### src/rtl/mem_arbiter.sv
// Two-port round-robin arbiter in front of a single-ported synchronous data memory.
// Each transaction walks IDLE -> ISSUE -> CAPTURE, so one access completes every three cycles.
module mem_arbiter #(
    parameter int ADDR_W = 8,
    parameter int DATA_W = 8
) (
    input  logic              clk,
    input  logic              rst,
    input  logic              req0,
    input  logic              req1,
    input  logic [7:0]        cmd0,
    input  logic [7:0]        cmd1,
    input  logic [ADDR_W-1:0] addr0,
    input  logic [ADDR_W-1:0] addr1,
    input  logic [DATA_W-1:0] wdata0,
    input  logic [DATA_W-1:0] wdata1,
    output logic              ack0,
    output logic              ack1,
    output logic [DATA_W-1:0] rdata0,
    output logic [DATA_W-1:0] rdata1,
    output logic              mem_en,
    output logic [7:0]        mem_cmd,
    output logic [ADDR_W-1:0] mem_addr,
    output logic [DATA_W-1:0] mem_wdata,
    input  logic [DATA_W-1:0] mem_rdata,
    output logic [1:0]        grant
);

    localparam logic [7:0] CMD_READ  = 8'h00;
    localparam logic [7:0] CMD_WRITE = 8'h01;

    typedef enum logic [1:0] {
        IDLE    = 2'd0,
        ISSUE   = 2'd1,
        CAPTURE = 2'd2
    } state_t;

    state_t            state_q, state_d;
    logic              owner_q, owner_d;
    logic              prio_q, prio_d;
    logic [7:0]        cmd_q, cmd_d;
    logic [7:0]        memCmd_q, memCmd_d;
    logic [ADDR_W-1:0] memAddr_q, memAddr_d;
    logic [DATA_W-1:0] memWdata_q, memWdata_d;
    logic [DATA_W-1:0] rdata0_q, rdata0_d;
    logic [DATA_W-1:0] rdata1_q, rdata1_d;

    logic              sel;
    logic [7:0]        selCmd;
    logic [ADDR_W-1:0] selAddr;
    logic [DATA_W-1:0] selWdata;
    logic              cmdValid;
    logic              cmdRead;

    always_ff @(posedge clk) begin
        if (!rst) begin
            state_q    <= IDLE;
            owner_q    <= 1'b0;
            prio_q     <= 1'b0;
            cmd_q      <= 8'h00;
            memCmd_q   <= 8'h00;
            memAddr_q  <= '0;
            memWdata_q <= '0;
            rdata0_q   <= '0;
            rdata1_q   <= '0;
        end else begin
            state_q    <= state_d;
            owner_q    <= owner_d;
            prio_q     <= prio_d;
            cmd_q      <= cmd_d;
            memCmd_q   <= memCmd_d;
            memAddr_q  <= memAddr_d;
            memWdata_q <= memWdata_d;
            rdata0_q   <= rdata0_d;
            rdata1_q   <= rdata1_d;
        end
    end

    // prio_q names the port that wins a tie; it flips to the other port once a transaction completes.
    always_comb begin
        state_d    = state_q;
        owner_d    = owner_q;
        prio_d     = prio_q;
        cmd_d      = cmd_q;
        memCmd_d   = memCmd_q;
        memAddr_d  = memAddr_q;
        memWdata_d = memWdata_q;
        rdata0_d   = rdata0_q;
        rdata1_d   = rdata1_q;
        sel        = 1'b0;
        selCmd     = 8'h00;
        selAddr    = '0;
        selWdata   = '0;

        case (state_q)
            IDLE: begin
                if (req0 || req1) begin
                    sel      = (req0 && req1) ? prio_q : req1;
                    selCmd   = sel ? cmd1 : cmd0;
                    selAddr  = sel ? addr1 : addr0;
                    selWdata = sel ? wdata1 : wdata0;
                    owner_d  = sel;
                    cmd_d    = selCmd;
                    // A NOP leaves the memory bus untouched so it keeps showing the last real access.
                    if (selCmd == CMD_READ || selCmd == CMD_WRITE) begin
                        memCmd_d   = selCmd;
                        memAddr_d  = selAddr;
                        memWdata_d = selWdata;
                    end
                    state_d = ISSUE;
                end
            end
            ISSUE: begin
                state_d = CAPTURE;
            end
            CAPTURE: begin
                prio_d = ~owner_q;
                if (cmd_q == CMD_READ) begin
                    if (owner_q) begin
                        rdata1_d = mem_rdata;
                    end else begin
                        rdata0_d = mem_rdata;
                    end
                end
                state_d = IDLE;
            end
            default: begin
                state_d = IDLE;
            end
        endcase
    end

    assign cmdValid = (cmd_q == CMD_READ) || (cmd_q == CMD_WRITE);
    assign cmdRead  = (state_q == CAPTURE) && (cmd_q == CMD_READ);

    assign mem_en    = (state_q == ISSUE) && cmdValid;
    assign mem_cmd   = memCmd_q;
    assign mem_addr  = memAddr_q;
    assign mem_wdata = memWdata_q;

    assign ack0  = (state_q == CAPTURE) && !owner_q;
    assign ack1  = (state_q == CAPTURE) && owner_q;
    assign grant = (state_q == IDLE) ? 2'b00 : (owner_q ? 2'b10 : 2'b01);

    // Memory data only arrives during CAPTURE, so it is forwarded alongside ack and held afterwards.
    assign rdata0 = (cmdRead && !owner_q) ? mem_rdata : rdata0_q;
    assign rdata1 = (cmdRead && owner_q) ? mem_rdata : rdata1_q;

endmodule

### config.mk
export PLATFORM = sky130hd
export DESIGN_NAME = mem_arbiter
export DESIGN_NICKNAME = d
export VERILOG_FILES = /design/src/rtl/mem_arbiter.sv
export SDC_FILE = /design/constraint.sdc
export NUM_CORES = 1
export LEC_CHECK = 0
export CORE_ASPECT_RATIO = 2
export CORE_MARGIN = 5
export CORE_UTILIZATION = 43
export CTS_BUF_LIST = sky130_fd_sc_hd__clkbuf_2
export DETAILED_ROUTE_END_ITERATION = 10
export GPL_TIMING_DRIVEN = 1
export PLACE_DENSITY_LB_ADDON = 0.25
export SLEW_MARGIN = 40
export SYNTH_ARGS = -nofsm -noshare
export SYNTH_HDL_FRONTEND = slang
export SYNTH_SLANG_ARGS = --single-unit
### constraint.sdc
create_clock -name clk -period 2 [get_ports clk]
set_input_delay 0.3 -clock clk [delete_from_list [all_inputs] [get_ports clk]]
set_output_delay 0.3 -clock clk [all_outputs]
set_load 0.01 [all_outputs]
==> metrics.txt, run 1 <==
Worst EP arrival roughly 1.9 ns; critical path buffer and inverter count 2; flops & latches, synth between 50 and 60; Storage cell area 1050 um^2; min-delay src cmd1[7]; kind of end point of the critical path primary output; Clock Sinks between 50 and 60; Final Slew Violations 0; fin util 68.0%; Yosys warning total 0; WP data required about 1.7 ns; core area between 5000 and 6000 um^2; global-route wire length before repair between 10 and 15 mm; vias around 2200; Clock Skew 0.00287 ns; Placer Congestion just over 0.8; Reg clk slew, reported paths 0.23 ns; DRT Wirelength between 6 and 7 mm; type of the worst setup path register to primary output; most frequent cells in the layout clkdlybuf4s50_1 (83), dfxtp_1 (45), nand2_1 (26); number of buffers added on ports 104; final setup margin -0.188 ns; num rows 38; drt drc 0; post-synthesis sequential area ratio 44.5%; WL/cell approximately 15 um; full die area approximately 7000 um^2; Top cell by count, worst path buf_6; DP Area 3520 um^2; P_leak approximately 0.0017 uW; CP max-delay cell dfxtp_2; Reg2Reg Launch Point state_q[1]; Num CTS Buffers 5; violated checks negative setup slack; multi-input logic area approximately 1200 um^2; minimum clock period between 2 and 2.5 ns; total grt overflow 0; antenna violations before repair 0; largest net degree at the start of global routing 29; CP peak stage delay 0.39 ns; Hold WS approximately 0.48 ns; most common cell after layout, fill and taps aside clkdlybuf4s50_1; RSZ-0062 raised after global routing yes; DR iter-0 viols 31; endpoints failing setup 16; Worst Hold Path Cells 3; Top-Level Pins between 100 and 150; pre-CTS setup slack -0.151 ns; Max clock buf depth 2; starting density of the core a little over two fifths; hpwl dp roughly 5 mm; status complete, but fails checks; Cell variety after synth 32; Slew @ Worst Pin 0.425 ns; power per cell area 548 nW/um^2; CP max FO 8; filler instances around 430; all-layer global routing usage 18.3%; Min-Delay Path Class input port to register; post-route ant nets 0; fmax 0.457 GHz; kind of cell adding the most delay to the critical path simple AND/OR/NAND/NOR gates; Worst-Skew Late Latency 0.42 ns; Mapped Cells approximately 240; worst r2r dst mem_cmd[5]; number of global-route vias before repair ~2300; TritonRoute pass-1 iters 4; Hold Path Sink cmd_q[7]; Syn Nets ~300; synth-to-layout area growth 56.2%; share of post-route cells with drive strength above 1 between 20% and 30%; critical-path cell list nor4_4 > nand3_1 > buf_6 > mux2_2 > buf_6; final hold vios 0; minimum setup slack among reg-to-reg paths a little under 0.3 ns; Root Driver clkbuf_2; CTS Hold Bufs 0; maximum level of the CTS H-tree 2; Max VDD drop 0.000483 V; fin crit share 109%; vias per cell around 5.3; syn avg cell area about 9.6 um^2; Max Cap Viol 0; reg2reg path depth 5; n_diodes 0; Final Instance Area ~3700 um^2; CTS tree yes; Slew HR a little over 70%; fin nets roughly 420; Post-Synthesis Cell Area between 2000 and 2500 um^2; Die W roughly 62 um; Die Y between 100 and 150 um; Worst setup SP type register
-- final cells by class --
| class | instances | area share, % |
|---|---|---|
| clock buffer | 5 | 0.685 |
| clock inverter | 1 | 0.822 |
| inverter | 3 | 0.308 |
| multi-input combinational | 168 | 33.6 |
| sequential | 52 | 28.7 |
| tap | 60 | 2.05 |
| timing repair buffer | 127 | 33.8 |
-- metrics by stage --
| stage | setup TNS, ns | total power, uW | instances |
|---|---|---|---|
| after floorplan | 0 | 1270 | 243 |
| after global placement | -2.59 | 1480 | 409 |
| after detailed placement | -3.62 | 1490 | 409 |
| after CTS | -2.87 | 2020 | 416 |
| after global routing | -4.90 | 2110 | 416 |
| final | -2.75 | 2000 | 416 |
-- report_power, final --
| group | internal, uW | total [uW] | switching [uW] |
|---|---|---|---|
| sequential | 1070 | 1100 | 26.0 |
| clock | 198 | 508 | 310 |
| combinational | 235 | 400 | 165 |
-- logic make-up (layout without fill, tap and decap cells) --
group                  Yosys count  in the layout  synth area share, %
AOI/OAI and AO/OA               47             47                 15.7
buffers and inverters           23            136                 4.87
DFF                             52             52                 44.5
muxes                           33             33                 15.0
and+or+nand+nor                 88             88                 19.9
-- cell usage after synthesis --
library cell | n | area share, %
a2111oi_0 | 1 | 0.37
a211oi_1 | 1 | 0.32
a21boi_0 | 1 | 0.32
a21o_1 | 16 | 5.1
a21oi_1 | 2 | 0.43
a311oi_1 | 7 | 2.6
and2_1 | 17 | 4.5
and3_1 | 8 | 2.1
and3b_1 | 1 | 0.37
buf_2 | 1 | 0.21
buf_6 | 2 | 0.96
buf_8 | 1 | 0.64
clkbuf_1 | 16 | 2.6
dfxtp_1 | 52 | 44
inv_1 | 3 | 0.48
mux2_2 | 16 | 7.7
mux2i_1 | 17 | 7.3
nand2_1 | 27 | 4.3
nand2b_1 | 2 | 0.53
nand3_1 | 10 | 2.1
nor2_1 | 11 | 1.8
nor2b_1 | 1 | 0.27
nor3_1 | 5 | 1.1
nor3b_1 | 1 | 0.32
nor4_1 | 2 | 0.53
nor4_2 | 1 | 0.53
nor4_4 | 1 | 0.91
o211ai_1 | 16 | 5.1
o21a_1 | 1 | 0.32
o21ai_0 | 1 | 0.21
o2bb2a_4 | 1 | 0.86
or4_4 | 1 | 0.48
-- registers in the layout, indices dropped and copies added, names as in the netlist --
signal / count
rdata1_q: 8
mem_cmd: 8
state_q: 2
mem_addr: 8
cmd_q: 8
owner_q: 1
mem_wdata: 8
prio_q: 1
rdata0_q: 8
-- timing repair --
item / 4_1_cts / 5_1_grt
setup buffers: 1 / 0
resized for setup: 101 / 5
endpoints found under the setup margin: 21 / 18
pin swaps: 3 / 1
-- worst min-delay path, delay by kind of cell --
kind	cells	cell delay (ns)
AOI/OAI and AO/OA	1	0.08
buffers and inverters	1	0.43
and+or+nand+nor	1	0.09
-- metal layers --
layer / part of all wire [%] / track usage, % / vias to the layer above
met5: 0 / 0 / -
li1: - / - / 1089
met3: 6.2 / 5.11 / 13
met2: 57 / 37.0 / 78
met1: 34 / 15.7 / 1011
met4: 2.6 / 7.96 / 0
-- worst max-delay path by stage --
stage | from | endpoint | slack [ns] | cells past startpoint
global route | cmd_q[3] | rdata1[2] | -0.32 | 5
finish | cmd_q[7] | rdata1[6] | -0.19 | 5
CTS | cmd_q[6] | rdata0[0] | -0.19 | 5
detailed placement | cmd_q[7] | rdata0[3] | -0.15 | 5
floorplan | state_q[1] | rdata0[0] | 0.21 | 3
global placement | req0 | mem_cmd[6] | -0.09 | 6
(Power assumes the default switching activity.)
==> run 2: changes to the inputs <==
--- a/config.mk
+++ b/config.mk
@@ -7,7 +7,7 @@
 export LEC_CHECK = 0
 export CORE_ASPECT_RATIO = 2
 export CORE_MARGIN = 5
-export CORE_UTILIZATION = 43
+export CORE_UTILIZATION = 39
 export CTS_BUF_LIST = sky130_fd_sc_hd__clkbuf_2
 export DETAILED_ROUTE_END_ITERATION = 10
 export GPL_TIMING_DRIVEN = 1
==> constraint.sdc (replaced) <==
create_clock -name clk -period 1.8 [get_ports clk]
set_input_delay 0.27 -clock clk [delete_from_list [all_inputs] [get_ports clk]]
set_output_delay 0.27 -clock clk [all_outputs]
set_load 0.01 [all_outputs]
==> run 2 against run 1 <==
Net effect:
- the run still ends with negative setup slack left
- design area increased by 0.92%
- first-iteration DRC count increased by 140%
- clock-buffer cell count unchanged
- cell count increased by 1.2%
- critical path depth unchanged
- register-to-register slack got worse by 0.11 ns
- sequential power increased by 11%
- via count decreased by 0.37%
- largest power group unchanged
- hold slack got worse by 0.23 ns
- clock power decreased by 17%
==> metrics.txt, run 2 (same netlist as run 1, synthesis figures left out) <==
post-route ant nets 0 (unchanged); Max clock buf depth 2 (unchanged); CP max-delay cell dfxtp_2; hpwl dp 4.92 mm (-1.8%); Inst Count DP 411 (+0.49%); all-layer global routing usage 17.6% (-0.62 points); minimum clock period 2.11 ns; RSZ-0062 raised after global routing yes; Die W 64.8 um (+4.2%); pre-CTS setup slack -0.341 ns (-0.190 ns); Reg2Reg Launch Point state_q[1]; type of the worst setup path register to primary output; Hold Path Sink state_q[0]; number of global-route vias before repair 2336 (+1.4%); reg2reg path depth 5 (unchanged); WL/cell 15.5 um (+1.4%); total grt overflow 0 (unchanged); synth-to-layout area growth 57.6%; full die area 7740 um^2 (+9.0%); fin crit share 117%; Final Non-Filler Cells 421 (+1.2%); share of post-route cells with drive strength above 1 22.9% (+0.99 points); vias 2183 (-0.37%); Worst Hold Path Cells 2 (-1); Clock Skew 0.0114 ns (+0.00855 ns); setup_tns -4.79 ns (-2.04 ns); maximum level of the CTS H-tree 2 (unchanged); Die Y 120 um (+4.6%); fin nets 418 (+0.24%); status complete, but fails checks; overall power 2120 uW (+5.6%); final setup margin -0.309 ns (-0.122 ns); CP peak stage delay 0.39 ns (about the same); critical-path cell list nor4_4 > nand3_1 > buf_6 > mux2_2 > buf_6; kind of end point of the critical path primary output; Reg clk slew, reported paths 0.22 ns (about the same); fmax 0.474 GHz; CP max FO 8 (unchanged); power per cell area 574 nW/um^2 (+4.6%); Root Driver clkbuf_2; most common cell after layout, fill and taps aside clkdlybuf4s50_1; Placer Congestion 0.904 (+10%); worst r2r dst mem_cmd[7]; starting density of the core 39.6% (-3.9 points); TritonRoute pass-1 iters 4 (unchanged); n_diodes 0 (unchanged); CTS tree yes; WP data required 1.53 ns (-0.17 ns); CTS Hold Bufs 0 (unchanged); largest net degree at the start of global routing 42 (+45%); Num CTS Buffers 5 (unchanged); Top cell by count, worst path buf_6; Final Slew Violations 0 (unchanged); Slew HR 74.9% (+4.0 points); Top-Level Pins 105 (unchanged); most frequent cells in the layout clkdlybuf4s50_1 (82), dfxtp_1 (45), nand2_1 (26); Max VDD drop 0.000372 V (-23%); core area 5910 um^2 (+9.9%); drt drc 0 (unchanged); number of buffers added on ports 104 (unchanged); Worst setup SP type register; global-route wire length before repair 11.0 mm (+5.0%); vias per cell 5.19 (-1.5%); Worst EP arrival 1.84 ns (-0.05 ns); DRT Wirelength 6.53 mm (+2.6%); Clock Sinks 52 (unchanged); endpoints failing setup 17 (+1); fin util 62.5% (-5.6 points); DR iter-0 viols 75 (+140%); P_leak 0.00164 uW (-0.83%); final hold vios 0 (unchanged); antenna violations before repair 0 (unchanged); minimum setup slack among reg-to-reg paths 0.18 ns (-0.11 ns); num rows 40 (+5.3%); Min-Delay Path Class input port to register; Worst-Skew Late Latency 0.43 ns (about the same); Max Cap Viol 0 (unchanged); violated checks negative setup slack; min-delay src rst; Slew @ Worst Pin 0.376 ns (-0.0492 ns)
-- run 2: critical path, delay by kind of cell, from the launching register on --
family / cells / cell delay (ns)
AND/OR/NAND/NOR: 2 / 0.43
flip-flops: 1 / 0.39
buffers and inverters: 2 / 0.29
multiplexers: 1 / 0.29
-- run 2: what timing repair did --
| action | 4_1_cts | 5_1_grt |
|---|---|---|
| gates resized for setup | 106 | 9 |
| pin swaps | 4 | 3 |
| hold endpoints to repair | 0 | 0 |
| setup buffers | 1 | 2 |
| setup endpoints to repair | 28 | 34 |
| gates cloned | 0 | 0 |
-- run 2: per-layer routing --
layer,part of all wire (%),up-vias,track usage [%]
met5,0,-,0
met4,1.8,0,5.96
met3,8.0,11,5.81
met2,49,92,29.8
met1,41,989,20.6
li1,-,1091,-
-- run 2: layout make-up --
type | instances | area, um^2
tap | 63 | 78.8
clock buffer | 5 | 25.0
clock inverter | 2 | 7.51
sequential | 52 | 1050
fill | 520 | 2220
inverter | 3 | 11.3
timing repair buffer | 128 | 1270
multi-input combinational | 168 | 1240
-- run 2: worst max-delay path by stage --
stage               start     endpoint  slack [ns]  cells past startpoint
3_3_place_gp      cmd0[5]   mem_cmd[4]       -0.24                      5
2_1_floorplan  state_q[1]  rdata0_q[0]        0.04                      4
5_1_grt          cmd_q[3]    rdata1[7]       -0.48                      5
6_report         cmd_q[3]    rdata0[5]       -0.31                      5
4_1_cts          cmd_q[2]    rdata0[5]       -0.34                      5
3_5_place_dp         req0   mem_cmd[2]       -0.34                      6
-- run 2: through the flow --
| step | area (um^2) | hold WS [ns] |
|---|---|---|
| after detailed placement | 3550 | 0.456 |
| after CTS | 3660 | 0.218 |
| after floorplan | 2340 | 0.402 |
| after global routing | 3690 | 0.203 |
| after global placement | 3550 | 0.445 |
| final | 3690 | 0.244 |
-- run 2: power by group --
group / switching, uW / internal, uW
clock: 344 / 80.0
sequential: 31.0 / 1190
combinational: 193 / 280
